[config.mk]
export PLATFORM = sky130hd
export DESIGN_NAME = wb_arbiter
export DESIGN_NICKNAME = d
export VERILOG_FILES = /design/src/rtl/wb_arbiter.sv
export SDC_FILE = /design/constraint.sdc
export NUM_CORES = 1
export LEC_CHECK = 0
export CORE_MARGIN = 1.5
export CORE_UTILIZATION = 49
export DETAILED_ROUTE_END_ITERATION = 10
export GPL_ROUTABILITY_DRIVEN = 0
export PLACE_DENSITY = 0.86
export SYNTH_ARGS = -nofsm -noshare
export SYNTH_HDL_FRONTEND = slang
export SYNTH_SLANG_ARGS = --single-unit
export TNS_END_PERCENT = 50
[constraint.sdc]
create_clock -name clk -period 3.7 [get_ports clk]
set_input_delay 0.74 -clock clk [delete_from_list [all_inputs] [get_ports clk]]
set_output_delay 0.74 -clock clk [all_outputs]
set_load 0.1 [all_outputs]
[src/rtl/wb_arbiter.sv]
// Write-back arbiter: merges ALU and LSU results onto one register-file write port
// and tracks pending destination registers. Define WB_RR_EN for round-robin arbitration.
module wb_arbiter #(
    localparam int unsigned RW = 5,
    localparam int unsigned DW = 32,
    localparam int unsigned NR = 32
) (
    input  logic          clk,
    input  logic          rst_n,
    input  logic          alu_valid,
    input  logic [RW-1:0] alu_rd,
    input  logic [DW-1:0] alu_wd,
    output logic          alu_ready,
    input  logic          lsu_valid,
    input  logic [RW-1:0] lsu_rd,
    input  logic [DW-1:0] lsu_wd,
    output logic          lsu_ready,
    output logic          rf_we,
    output logic [RW-1:0] rf_rd,
    output logic [DW-1:0] rf_wd,
    input  logic          iss_set,
    input  logic [RW-1:0] iss_rd,
    input  logic [RW-1:0] q_rs1,
    input  logic [RW-1:0] q_rs2,
    output logic          q_busy1,
    output logic          q_busy2
);

    logic          w_alu_gnt;
    logic          w_lsu_gnt;
    logic          w_xfer;
    logic          w_wr;
    logic [RW-1:0] w_rd;
    logic [DW-1:0] w_wd;
    logic [NR-1:0] r_busy;
    logic [NR-1:0] w_busy_nxt;

`ifdef WB_RR_EN
    // High when the LSU should win the next contended cycle.
    logic r_lsu_next;

    always_comb begin
        w_alu_gnt = alu_valid && !(lsu_valid && r_lsu_next);
        w_lsu_gnt = lsu_valid && !(alu_valid && !r_lsu_next);
    end

    always_ff @(posedge clk or negedge rst_n) begin
        if (!rst_n) begin
            r_lsu_next <= 1'b0;
        end else if (w_alu_gnt) begin
            r_lsu_next <= 1'b1;
        end else if (w_lsu_gnt) begin
            r_lsu_next <= 1'b0;
        end
    end
`else
    always_comb begin
        w_lsu_gnt = lsu_valid;
        w_alu_gnt = alu_valid && !lsu_valid;
    end
`endif

    // Grant is combinational; the winner's payload is muxed onto the write port.
    always_comb begin
        alu_ready = w_alu_gnt;
        lsu_ready = w_lsu_gnt;
        w_xfer    = w_alu_gnt || w_lsu_gnt;
        w_rd      = w_lsu_gnt ? lsu_rd : alu_rd;
        w_wd      = w_lsu_gnt ? lsu_wd : alu_wd;
        w_wr      = w_xfer && (w_rd != RW'(0));
    end

    // Writes to x0 are consumed silently; rd/wd keep the last real write.
    always_ff @(posedge clk or negedge rst_n) begin
        if (!rst_n) begin
            rf_we <= 1'b0;
            rf_rd <= RW'(0);
            rf_wd <= DW'(0);
        end else begin
            rf_we <= w_wr;
            if (w_wr) begin
                rf_rd <= w_rd;
                rf_wd <= w_wd;
            end
        end
    end

    // Clear on completed write, then set on issue so a same-index issue wins.
    always_comb begin
        w_busy_nxt = r_busy;
        if (rf_we) begin
            w_busy_nxt[rf_rd] = 1'b0;
        end
        if (iss_set) begin
            w_busy_nxt[iss_rd] = 1'b1;
        end
        w_busy_nxt[0] = 1'b0;
    end

    always_ff @(posedge clk or negedge rst_n) begin
        if (!rst_n) begin
            r_busy <= NR'(0);
        end else begin
            r_busy <= w_busy_nxt;
        end
    end

    always_comb begin
        q_busy1 = r_busy[q_rs1];
        q_busy2 = r_busy[q_rs2];
    end

endmodule

* Word level (Yosys, flattened, before mapping)
Cells that the tools add are included.
** Word-level totals
- Output and inout bits :: 42
- Input bits :: 94
- Word-level logic and storage cells :: 32
- Flip-flop bits (word level) :: 69
** Operators by class
- Reductions and logical operators :: 7
- Multiplexer cells :: 12
- Order comparisons :: 6
- Bitwise operators :: 3
** Operators by type and width (count)
- 32-bit 2-to-1 mux :: 3
- 32-bit bitwise AND :: 1
- 32-bit inverter :: 1
- 32-bit OR :: 1
- 5-bit by 6-bit < comparator with 1-bit output (second input constant) :: 4
- 1-bit binary-select mux with 5-bit select :: 2
- 1-bit demux with 5-bit select :: 2
- 5-bit by 1-bit greater-or-equal comparator with 1-bit output (second input constant) :: 2
- 5-bit 2-to-1 mux :: 1
- 5-bit nonzero test :: 1
- 1-bit logical AND :: 4
- 1-bit 2-to-1 mux :: 4
- 1-bit zero test :: 1
- 1-bit logical OR :: 1

* Depth between registers and ports, before layout
- Depth in word-level cells :: 9
- Gate-level depth with buffers :: 6
- Mapped depth without buffers :: 4

* Worst setup path after synthesis
No wires, ideal clock.
- Path kind :: input to output
- From :: input port q_rs1[0]
- To :: output port q_busy1
- Slack :: 0.259 ns
- Arrival :: 2.701 ns
- Path buffers :: 1
- Data required time :: 2.960 ns
- Stages :: 5
- Cell sequence :: clkbuf_1 -> mux4_2 -> nand2b_1 -> o211ai_1 -> nand4_1
** Between the ends
- Word-level cells in the longest chain between the ends :: 2
** RTL lines
- from (decl) :: RTL line 23 : input logic [RW-1:0] q_rs1,
- 1-bit binary-select mux with 5-bit select :: RTL line 109 : q_busy1 = r_busy[q_rs1];
- 1-bit 2-to-1 mux (implied by the code) :: RTL line 109
- to (decl) :: RTL line 25 : output logic q_busy1,
Every way passes these cells. The select of a mux whose other input is x is not followed.

* Worst setup path in the final report
Ends and elaborated chain as after synthesis.

==> flow_metrics.py <==
metrics = {
    "status": {
        "status": "finished clean",
    },
    "timing": {
        "period_minus_slack_ns": 3.35,
        "fin_crit_sh": 0.907,
        "finalHoldViolations": 0,
        "maxSlewViolCount": 0,
        "relSlewSlack": 0.327,
        "max_freq_ghz": 0.298,
        "clock_skew_ns": 0.00883,
        "worst_pin_slew_ns": 1.01,
        "totalNegativeSetupSlack_ns": 0,
        "setup_viol": 0,
        "rsz0062_at_grt": "no",
    },
    "detailed_routing": {
        "drt_iter0_drc": 468,
        "detail_route.wl_per_cell_um": 17.8,
        "route.detailed.drc": 0,
        "viasPerCell": 5.77,
        "vias": 3228,
        "postRouteAntennaNets": 0,
        "wl_um": 9970,
        "firstDrtPassIters": 4,
    },
    "layout": {
        "nNetsFinal": 549,
        "multi_input_area_mm2": 0.00197,
        "drive_gt1_frac": 0.235,
        "finalNonFillerCells": 559,
        "nFillCells": 517,
        "post-route-util": 0.736,
        "antenna_cells": 0,
        "ff_latch_area_mm2": 0.00173,
        "area_delta_synth_final_pct": 42.9,
    },
    "global_route": {
        "grt_overflow": 0,
        "grt_max_degree": 70,
        "grt_pass1_vias": 3561,
        "grt_use_total": 0.255,
        "grt_pass1_wl_um": 16800,
        "antenna_found_initial": 0,
    },
    "clock_tree": {
        "clk-insertion-delay-late_ns": 0.34,
        "cts_tree": "done",
        "cts_hold_buf": 0,
        "cts_num_sinks": 69,
        "cts_buffers": 9,
        "clk_pin_slew_ns": 0.07,
        "cts_resized": 0,
        "cts_buffer_depth": 2,
        "h-tree-depth": 3,
        "cts_setup_buffers": 0,
        "cts_root_buf": "clkbuf_8",
    },
    "synth": {
        "yosysMostFrequentCell": "dfrtp_1",
        "yosysWarnings": 0,
        "synthArstFlopShare": 1.00,
        "synth.yosys.seq_area_share": 0.455,
        "ys_top_cells_by_area": "dfrtp_1, mux2_2, o21ai_0",
        "synth_common_cells": "dfrtp_1, o21ai_0, mux2_2, mux2_4, mux2i_1",
        "synth-main-ff-cell": "dfrtp_1",
        "synth_fp_nets": 418,
        "synth_cells": 324,
        "syn-mean-instance-area_um2": 11.7,
        "synth_top_cell_by_area": "dfrtp_1",
        "yosys.area.top_type_share": 0.455,
        "synth_edf_count": 0,
        "synth_area_mm2": 0.00380,
        "ys_types": 28,
        "synth_seq_cells": 69,
    },
    "placed_design": {
        "placed_cells": 543,
        "dp_hpwl_um": 7490,
        "io_buffers": 135,
    },
    "critical_path": {
        "critPathArrivalTime_ns": 2.61,
        "start_kind": "input port",
        "critPathCaptureType": "primary output",
        "critical_path_class": "in2out",
        "crit_required_ns": 2.96,
        "crit_path_max_fanout": 7,
    },
    "job": {
        "max-cap-violations": 0,
    },
    "floorplanning": {
        "num_rows": 31,
        "core-area_mm2": 0.00737,
        "start_util": 0.515,
        "dieArea_mm2": 0.00828,
        "fp.dieW_um": 91.0,
        "die_h_um": 91.0,
        "ioPinCount": 136,
    },
    "power": {
        "leakagePower_nw": 2.17,
        "vdd_drop_max_uv": 325,
        "powerDensity_mw_per_mm2": 557,
    },
    "min_path": {
        "hold_class": "reg2reg",
    },
}
==> power by group <==
group	internal, mW	leakage, nW	switching [mW]
registers	0.963	0.786	0.182
clock network	0.376	0.105	0.281
logic	0.470	1.28	0.748
total	1.81	2.17	1.21
==> layout make-up <==
type                    instances  area share
clock buffers                   9      0.0228
clock inverters                 7      0.0166
inverters                       3     0.00208
multi-input cells             234       0.364
flip-flops and latches         69       0.318
well taps                      99      0.0228
repair buffers                138       0.254
==> cells in the final DEF, fill, tap and decap left out, types with 5 or more instances in the layout <==
master	count
a21oi_1	6
a22oi_1	5
buf_4	6
clkbuf_8	9
clkdlybuf4s50_1	128
dfrtp_1	69
mux2_2	52
mux2_4	20
mux2i_1	18
mux4_2	6
nand2_1	6
nand3_1	13
nand3b_1	10
nor2_1	8
nor2b_1	5
o21ai_0	63
==> worst paths after layout <==
check	from	end	slack, ns	cells past startpoint
setup / recovery	q_rs1[0]	q_busy1	0.35	6
hold / removal	rf_wd[27]$_DFFE_PN0P_	rf_wd[27]$_DFFE_PN0P_	0.51	1
setup reg to reg	rf_rd[2]$_DFFE_PN0P_	r_busy[16]$_DFF_PN0_	2.20	3
hold reg to reg	rf_wd[27]$_DFFE_PN0P_	rf_wd[27]$_DFFE_PN0P_	0.51	1
max in group asynchronous	rst_n	r_busy[25]$_DFF_PN0_	2.57	2
min in group asynchronous	rst_n	rf_wd[7]$_DFFE_PN0P_	0.57	2
==> cells by family after synthesis <==
logic type             after synthesis  synth area share
AO/OA/AOI/OAI                       83             0.117
buffers and inverters               21            0.0283
flip-flops                          69             0.455
multiplexers                        96             0.316
AND/OR/NAND/NOR                     55            0.0831
==> critical path: stages <==
cell             delay (ns)
clkdlybuf4s50_1        0.66
mux4_2                 0.54
nand2b_1               0.15
o211ai_1               0.11
nand4_1                0.18
buf_12                 0.21
==> layer usage <==
metal,vias to the layer above,part of all wire,GRT usage
met3,27,0.079,0.0670
met1,1563,0.41,0.309
met5,-,0,0
met4,0,0.024,0.112
li1,1474,-,-
met2,164,0.49,0.428
==> per-stage QoR <==
stage	setup slack, ns	hold WS (ns)	cell area [um2]	power, mW
global route	0.241	0.528	5430	3.17
finish	0.346	0.505	5430	3.02
detailed placement	0.338	0.494	5210	2.36
floorplan	0.259	0.444	3800	1.96
CTS	0.336	0.510	5430	3.02
global placement	0.361	0.489	5210	2.32
==> state kept, by name, summed over array words and instances, names as in the netlist <==
name,cells
rf_rd,5
rf_wd,32
r_busy,31
rf_we,1
Note: power is estimated with default switching activity, not from simulation.
